File: src/rtl/fpu_issue_controller_if.sv
// Handshake bundle between the FPU issue controller, its requester/consumer and the fixed-point unit.
// The controller uses modport slave; the surrounding environment uses modport master.
interface fpu_issue_controller_if #(
    parameter int WIDTH     = 32,
    parameter int TAG_WIDTH = 5
);
    logic                 req_valid;
    logic                 req_ready;
    logic [WIDTH-1:0]     req_operand_1;
    logic [WIDTH-1:0]     req_operand_2;
    logic [1:0]           req_operation;
    logic [TAG_WIDTH-1:0] req_rd;

    logic [WIDTH-1:0]     fpu_operand_1;
    logic [WIDTH-1:0]     fpu_operand_2;
    logic [1:0]           fpu_operation;
    logic [WIDTH-1:0]     fpu_result;
    logic                 fpu_ready;

    logic                 resp_valid;
    logic                 resp_ready;
    logic [WIDTH-1:0]     resp_result;
    logic [TAG_WIDTH-1:0] resp_rd;
    logic                 resp_error;

    modport slave (
        input  req_valid, req_operand_1, req_operand_2, req_operation, req_rd,
        output req_ready,
        output fpu_operand_1, fpu_operand_2, fpu_operation,
        input  fpu_result, fpu_ready,
        output resp_valid, resp_result, resp_rd, resp_error,
        input  resp_ready
    );

    modport master (
        output req_valid, req_operand_1, req_operand_2, req_operation, req_rd,
        input  req_ready,
        input  fpu_operand_1, fpu_operand_2, fpu_operation,
        output fpu_result, fpu_ready,
        input  resp_valid, resp_result, resp_rd, resp_error,
        output resp_ready
    );
endinterface

File: src/rtl/fpu_issue_controller.sv
// Single-outstanding issue controller in front of a fixed-point unit (IDLE -> EXEC -> RESP).
// Optional EXEC watchdog enabled by defining FPU_TIMEOUT_EN.
module fpu_issue_controller #(
    parameter int WIDTH          = 32,
    parameter int TAG_WIDTH      = 5,
    parameter int TIMEOUT_CYCLES = 64
) (
    input  logic                   clk,
    input  logic                   reset,
    fpu_issue_controller_if.slave  bus
);
    localparam logic [1:0] FPU_ADD = 2'd0;

    typedef enum logic [1:0] {
        ST_IDLE = 2'd0,
        ST_EXEC = 2'd1,
        ST_RESP = 2'd2
    } state_t;

    state_t               state_q,  state_d;
    logic [WIDTH-1:0]     op1_q,    op1_d;
    logic [WIDTH-1:0]     op2_q,    op2_d;
    logic [1:0]           oper_q,   oper_d;
    logic [TAG_WIDTH-1:0] rd_q,     rd_d;
    logic [WIDTH-1:0]     result_q, result_d;

`ifdef FPU_TIMEOUT_EN
    localparam int CNT_W = $clog2(TIMEOUT_CYCLES + 1);
    logic [CNT_W-1:0]     cnt_q,    cnt_d;
    logic                 error_q,  error_d;
`endif

    // Next-state and datapath update; operands park to ADD/zero whenever the next state is not EXEC.
    always_comb begin
        state_d  = state_q;
        op1_d    = op1_q;
        op2_d    = op2_q;
        oper_d   = oper_q;
        rd_d     = rd_q;
        result_d = result_q;
`ifdef FPU_TIMEOUT_EN
        cnt_d    = cnt_q;
        error_d  = error_q;
`endif
        case (state_q)
            ST_IDLE: begin
                if (bus.req_valid) begin
                    state_d = ST_EXEC;
                    op1_d   = bus.req_operand_1;
                    op2_d   = bus.req_operand_2;
                    oper_d  = bus.req_operation;
                    rd_d    = bus.req_rd;
`ifdef FPU_TIMEOUT_EN
                    cnt_d   = {CNT_W{1'b0}};
`endif
                end else begin
                    state_d = ST_IDLE;
                end
            end
            ST_EXEC: begin
                if (bus.fpu_ready) begin
                    state_d  = ST_RESP;
                    result_d = bus.fpu_result;
`ifdef FPU_TIMEOUT_EN
                    error_d  = 1'b0;
                end else if (cnt_q == CNT_W'(TIMEOUT_CYCLES - 1)) begin
                    state_d  = ST_RESP;
                    result_d = {WIDTH{1'b0}};
                    error_d  = 1'b1;
                end else begin
                    cnt_d    = cnt_q + CNT_W'(1);
                end
`else
                end else begin
                    state_d  = ST_EXEC;
                end
`endif
            end
            ST_RESP: begin
                if (bus.resp_ready) begin
                    state_d = ST_IDLE;
                end else begin
                    state_d = ST_RESP;
                end
            end
            default: begin
                state_d = ST_IDLE;
            end
        endcase

        // Park so that multi-cycle sequencers in the unit re-arm between operations.
        if (state_d != ST_EXEC) begin
            op1_d  = {WIDTH{1'b0}};
            op2_d  = {WIDTH{1'b0}};
            oper_d = FPU_ADD;
        end else begin
            oper_d = oper_d;
        end
    end

    // State and datapath registers; reset discards any in-flight operation.
    always_ff @(posedge clk) begin
        if (reset) begin
            state_q  <= ST_IDLE;
            op1_q    <= {WIDTH{1'b0}};
            op2_q    <= {WIDTH{1'b0}};
            oper_q   <= FPU_ADD;
            rd_q     <= {TAG_WIDTH{1'b0}};
            result_q <= {WIDTH{1'b0}};
`ifdef FPU_TIMEOUT_EN
            cnt_q    <= {CNT_W{1'b0}};
            error_q  <= 1'b0;
`endif
        end else begin
            state_q  <= state_d;
            op1_q    <= op1_d;
            op2_q    <= op2_d;
            oper_q   <= oper_d;
            rd_q     <= rd_d;
            result_q <= result_d;
`ifdef FPU_TIMEOUT_EN
            cnt_q    <= cnt_d;
            error_q  <= error_d;
`endif
        end
    end

    assign bus.req_ready     = (state_q == ST_IDLE);
    assign bus.resp_valid    = (state_q == ST_RESP);
    assign bus.fpu_operand_1 = op1_q;
    assign bus.fpu_operand_2 = op2_q;
    assign bus.fpu_operation = oper_q;
    assign bus.resp_result   = result_q;
    assign bus.resp_rd       = rd_q;
`ifdef FPU_TIMEOUT_EN
    assign bus.resp_error    = error_q;
`else
    assign bus.resp_error    = 1'b0;
`endif

endmodule

File: src/flat_wrapper.sv
// flat-port wrapper written by rule: the top's interface ports become plain ports
module fpu_issue_controller_flat 
#(
    parameter int WIDTH          = 32,
    parameter int TAG_WIDTH      = 5,
    parameter int TIMEOUT_CYCLES = 64
)
  (clk, reset, bus_req_valid, bus_req_operand_1, bus_req_operand_2, bus_req_operation, bus_req_rd, bus_req_ready, bus_fpu_operand_1, bus_fpu_operand_2, bus_fpu_operation, bus_fpu_result, bus_fpu_ready, bus_resp_valid, bus_resp_result, bus_resp_rd, bus_resp_error, bus_resp_ready);
  fpu_issue_controller_if #(.WIDTH(WIDTH), .TAG_WIDTH(TAG_WIDTH)) bus_i ();
  input  logic clk;
  input  logic reset;
  input wire logic [$bits(bus_i.req_valid)-1:0] bus_req_valid;
  input wire logic [$bits(bus_i.req_operand_1)-1:0] bus_req_operand_1;
  input wire logic [$bits(bus_i.req_operand_2)-1:0] bus_req_operand_2;
  input wire logic [$bits(bus_i.req_operation)-1:0] bus_req_operation;
  input wire logic [$bits(bus_i.req_rd)-1:0] bus_req_rd;
  output wire logic [$bits(bus_i.req_ready)-1:0] bus_req_ready;
  output wire logic [$bits(bus_i.fpu_operand_1)-1:0] bus_fpu_operand_1;
  output wire logic [$bits(bus_i.fpu_operand_2)-1:0] bus_fpu_operand_2;
  output wire logic [$bits(bus_i.fpu_operation)-1:0] bus_fpu_operation;
  input wire logic [$bits(bus_i.fpu_result)-1:0] bus_fpu_result;
  input wire logic [$bits(bus_i.fpu_ready)-1:0] bus_fpu_ready;
  output wire logic [$bits(bus_i.resp_valid)-1:0] bus_resp_valid;
  output wire logic [$bits(bus_i.resp_result)-1:0] bus_resp_result;
  output wire logic [$bits(bus_i.resp_rd)-1:0] bus_resp_rd;
  output wire logic [$bits(bus_i.resp_error)-1:0] bus_resp_error;
  input wire logic [$bits(bus_i.resp_ready)-1:0] bus_resp_ready;
  assign bus_i.req_valid = bus_req_valid;
  assign bus_i.req_operand_1 = bus_req_operand_1;
  assign bus_i.req_operand_2 = bus_req_operand_2;
  assign bus_i.req_operation = bus_req_operation;
  assign bus_i.req_rd = bus_req_rd;
  assign bus_req_ready = bus_i.req_ready;
  assign bus_fpu_operand_1 = bus_i.fpu_operand_1;
  assign bus_fpu_operand_2 = bus_i.fpu_operand_2;
  assign bus_fpu_operation = bus_i.fpu_operation;
  assign bus_i.fpu_result = bus_fpu_result;
  assign bus_i.fpu_ready = bus_fpu_ready;
  assign bus_resp_valid = bus_i.resp_valid;
  assign bus_resp_result = bus_i.resp_result;
  assign bus_resp_rd = bus_i.resp_rd;
  assign bus_resp_error = bus_i.resp_error;
  assign bus_i.resp_ready = bus_resp_ready;
  fpu_issue_controller #(.WIDTH(WIDTH), .TAG_WIDTH(TAG_WIDTH), .TIMEOUT_CYCLES(TIMEOUT_CYCLES)) u_core (.clk(clk), .reset(reset), .bus(bus_i));
endmodule
File: config.mk
export PLATFORM = sky130hd
export DESIGN_NAME = fpu_issue_controller_flat
export DESIGN_NICKNAME = d
export VERILOG_FILES = /design/src/rtl/fpu_issue_controller_if.sv /design/src/rtl/fpu_issue_controller.sv /design/src/flat_wrapper.sv
export SDC_FILE = /design/constraint.sdc
export NUM_CORES = 1
export LEC_CHECK = 0
export CAP_MARGIN = 20
export CELL_PAD_IN_SITES_DETAIL_PLACEMENT = 1
export CELL_PAD_IN_SITES_GLOBAL_PLACEMENT = 1
export CORE_UTILIZATION = 26
export DETAILED_ROUTE_END_ITERATION = 16
export PLACE_DENSITY_LB_ADDON = 0.1
export SYNTH_ARGS = -nofsm -noshare
export SYNTH_HDL_FRONTEND = slang
export SYNTH_SLANG_ARGS = --single-unit
File: constraint.sdc
create_clock -name clk -period 1.53 [get_ports clk]
set_input_delay 0.306 -clock clk [delete_from_list [all_inputs] [get_ports clk]]
set_output_delay 0.306 -clock clk [all_outputs]
set_load 0.02 [all_outputs]
==> results.cfg <==
[clock_tree]
cts_tree = yes
cts_setup_buffers = 0
insertion_delay_ps = 350
htree_levels = 3
hold_buffers = 0
clk_pin_slew_ps = 70
cts_root_buffer = clkbuf_16
clock-sinks = 105
numCtsBuffers = 9
clock_path_buffers = 2

[worst_hold_path]
hold_depth = 2
hp-class = reg2reg
hold_start = u_core.bus.fpu_operand_1[12]
hold_end = u_core.bus.fpu_operand_1[12]

[route]
wire_per_inst_um = 14.6
viasPerCell = 4.43
route.detailed.drc = 0
routed_wl_um = 12400
first_pass_iters = 4
drt-initial-drc-count = 150
vias = 3766
postRouteAntennaNets = 0

[logic_synthesis]
netlist_area_mm2 = 0.00372
synthesis.nets = 571
synth-seq-cells = 105
async_flop_share_pct = 0
synth.top_cells.by_count = nand2_1, dfxtp_1, a21oi_1
syn_inst = 463
netlist.top_cell.by_area = dfxtp_1
ys_warn_count = 0
synth_edf_count = 0
synth_top_area_share_pct = 56.5
muxShareOfSynthArea_pct = 0
synth_xor_area_share_pct = 0
ys_types = 17
ys.flop_type = dfxtp_1
synth.top_cells.by_area = dfxtp_1, nand2_1, a21oi_1, buf_6, buf_2
synth_simple_gate_area_share_pct = 22.5
synth_top_family_by_area = simple AND/OR/NAND/NOR gates
synth_fa_ha_area_share_pct = 0
yosysSeqAreaShare_pct = 56.5
yosysMostFrequentCell = nand2_1
synth-compound-area-share_pct = 14.1
avgSynthCellArea_um2 = 8.04

[floorplan]
die_x_um = 122
die_h_um = 122
dieArea_mm2 = 0.0148
start_util_pct = 26.7
ios = 214
fp-row-count = 43
core_region_area_mm2 = 0.0139

[worst_setup_path]
worstPathArrival_ps = 1720
r2r_setup_slack_ps = 130
worstRegToRegCells = 4
cp_cell_sequence = clkdlybuf4s50_1 -> or3b_2 -> buf_12 -> nand2_1 -> a21oi_1
path_delay_family = buffers and inverters
worst-setup-path-type = in2reg
timing.rr.end = u_core.bus.fpu_operand_1[8]
path_buf_inv = 2
cp.required_ps = 1760
crit_fanout = 46
crit_path_max_incr_delay_ps = 520
r2r-start = u_core.state_q[0]
critPathCaptureType = flip-flop
slowest_stage = or3b_2
critPathLaunchType = primary input

[power_and_ir_drop]
powerDensity_mw_per_mm2 = 991
leakage_nw = 2.69
totalPowerFinal_mw = 6.13
ir_drop_uv = 561

[global_routing]
grt_pass1_vias = 3859
overflow = 0
grt_usage_pct = 17.0
antenna_found_initial = 0
grt_first_pass_wirelength_um = 19300
grt_max_degree = 47

[placed_design]
port_buffers = 212
gp_congestion = 0.709
dpl.hpwl_um = 8970

[sta]
setup_viol = 0
hold_viol_final = 0
period_share_pct = 97.5
fmax_mhz = 671
final-max-slew-violation-count = 0
rsz0062_at_grt = false
tns_ps = 0
layout_min_cycle_time_ps = 1490
fin_skew_ps = 8.56

[status]
status = finished clean

[final_layout]
fill_cells = 1648
diodes = 0
layout.nets = 774
drive_above_1_share_pct = 4.93
area_delta_synth_final_pct = 66.2

[job]
maxCapViolations = 0
## worst reg2reg max path: cells and delay by family, from the launching register on
kind	cells	cell delay, ps
compound gates	1	80
buf+inv	1	220
flops	1	370
simple gates	2	630
## metal layers
layer / up-vias / routed length [um] / global-route usage [%]
li1: 1877 / - / -
met1: 1749 / 5040 / 18.7
met2: 129 / 6010 / 29.2
met3: 11 / 1210 / 7.96
met4: 0 / 144 / 4.86
met5: - / 0 / 0
## cell families after synthesis
family	Yosys count
AOI/OAI and AO/OA	105
buffers and inverters	36
DFF	105
other	1
and+or+nand+nor	216
## per-stage QoR
stage / cell area [um^2] / utilization (%) / std cells / hold WS, ps / setup slack [ps]
finish: 6190 / 44.4 / 850 / 451 / 38.8
global route: 6190 / 44.4 / 850 / 470 / 12.3
CTS: 6190 / 44.4 / 850 / 452 / 0.972
detailed placement: 6040 / 43.3 / 835 / 448 / -339
global placement: 6040 / 43.3 / 835 / 441 / -268
floorplan: 3720 / - / 463 / 439 / 313
## cell type report
type | count | area [um^2] | area share [%]
Timing Repair Buffer | 227 | 2190 | 35.4
Sequential cell | 105 | 2100 | 34.0
Multi-Input combinational cell | 322 | 1390 | 22.4
Clock buffer | 12 | 236 | 3.82
Tap cell | 180 | 225 | 3.64
Clock inverter | 3 | 42.5 | 0.688
Inverter | 1 | 3.75 | 0.0607
## cells in the final DEF (no fill, tap or decap), drive strengths merged
| master | instances |
|---|---|
| nand2 | 206 |
| bufinv | 1 |
| nor2b | 3 |
| nand2b | 1 |
| or3b | 1 |
| clkinvlp | 1 |
| clkbuf | 12 |
| buf | 16 |
| clkdlybuf4s15 | 1 |
| inv | 1 |
| dlygate4sd2 | 103 |
| dfxtp | 105 |
| clkdlybuf4s50 | 107 |
| conb | 1 |
| and3b | 1 |
| nor2 | 2 |
| clkinv | 1 |
| nand3b | 1 |
| nor3b | 1 |
| a21oi | 104 |
| o21ai | 1 |
## flip-flops by register name, indices dropped and copies added (netlist names)
signal	count
u_core.bus.fpu_operand_2	32
u_core.state_q	2
u_core.bus.resp_rd	5
u_core.bus.fpu_operand_1	32
u_core.bus.fpu_operation	2
u_core.bus.resp_result	32
## power breakdown
group          switching [mW]  internal, mW  leakage [nW]  total (mW)
clock network           0.973          1.26         0.133        2.23
logic                   0.516         0.494          1.71        1.01
registers              0.0520          2.84         0.853        2.89
total                    1.54          4.59          2.69        6.13
## repair_timing
item | in CTS | in global routing
setup endpoints to repair | 105 | 2
pin swaps | 0 | 0
resized for setup | 109 | 2
endpoints found under the hold margin | 0 | 0
## worst max path at each step
| stage | from | end | cells past startpoint |
|---|---|---|---|
| 3_5_place_dp | bus_req_valid | u_core.bus.fpu_operand_1[8] | 5 |
| 5_1_grt | u_core.state_q[0] | bus_req_ready | 2 |
| 6_report | bus_req_valid | u_core.bus.fpu_operand_1[8] | 5 |
| 4_1_cts | u_core.state_q[1] | bus_resp_valid | 2 |
| 3_3_place_gp | bus_req_valid | u_core.bus.fpu_operand_2[3] | 5 |
| 2_1_floorplan | u_core.state_q[1] | u_core.bus.fpu_operand_1[10] | 5 |
(Power assumes the default switching activity.)
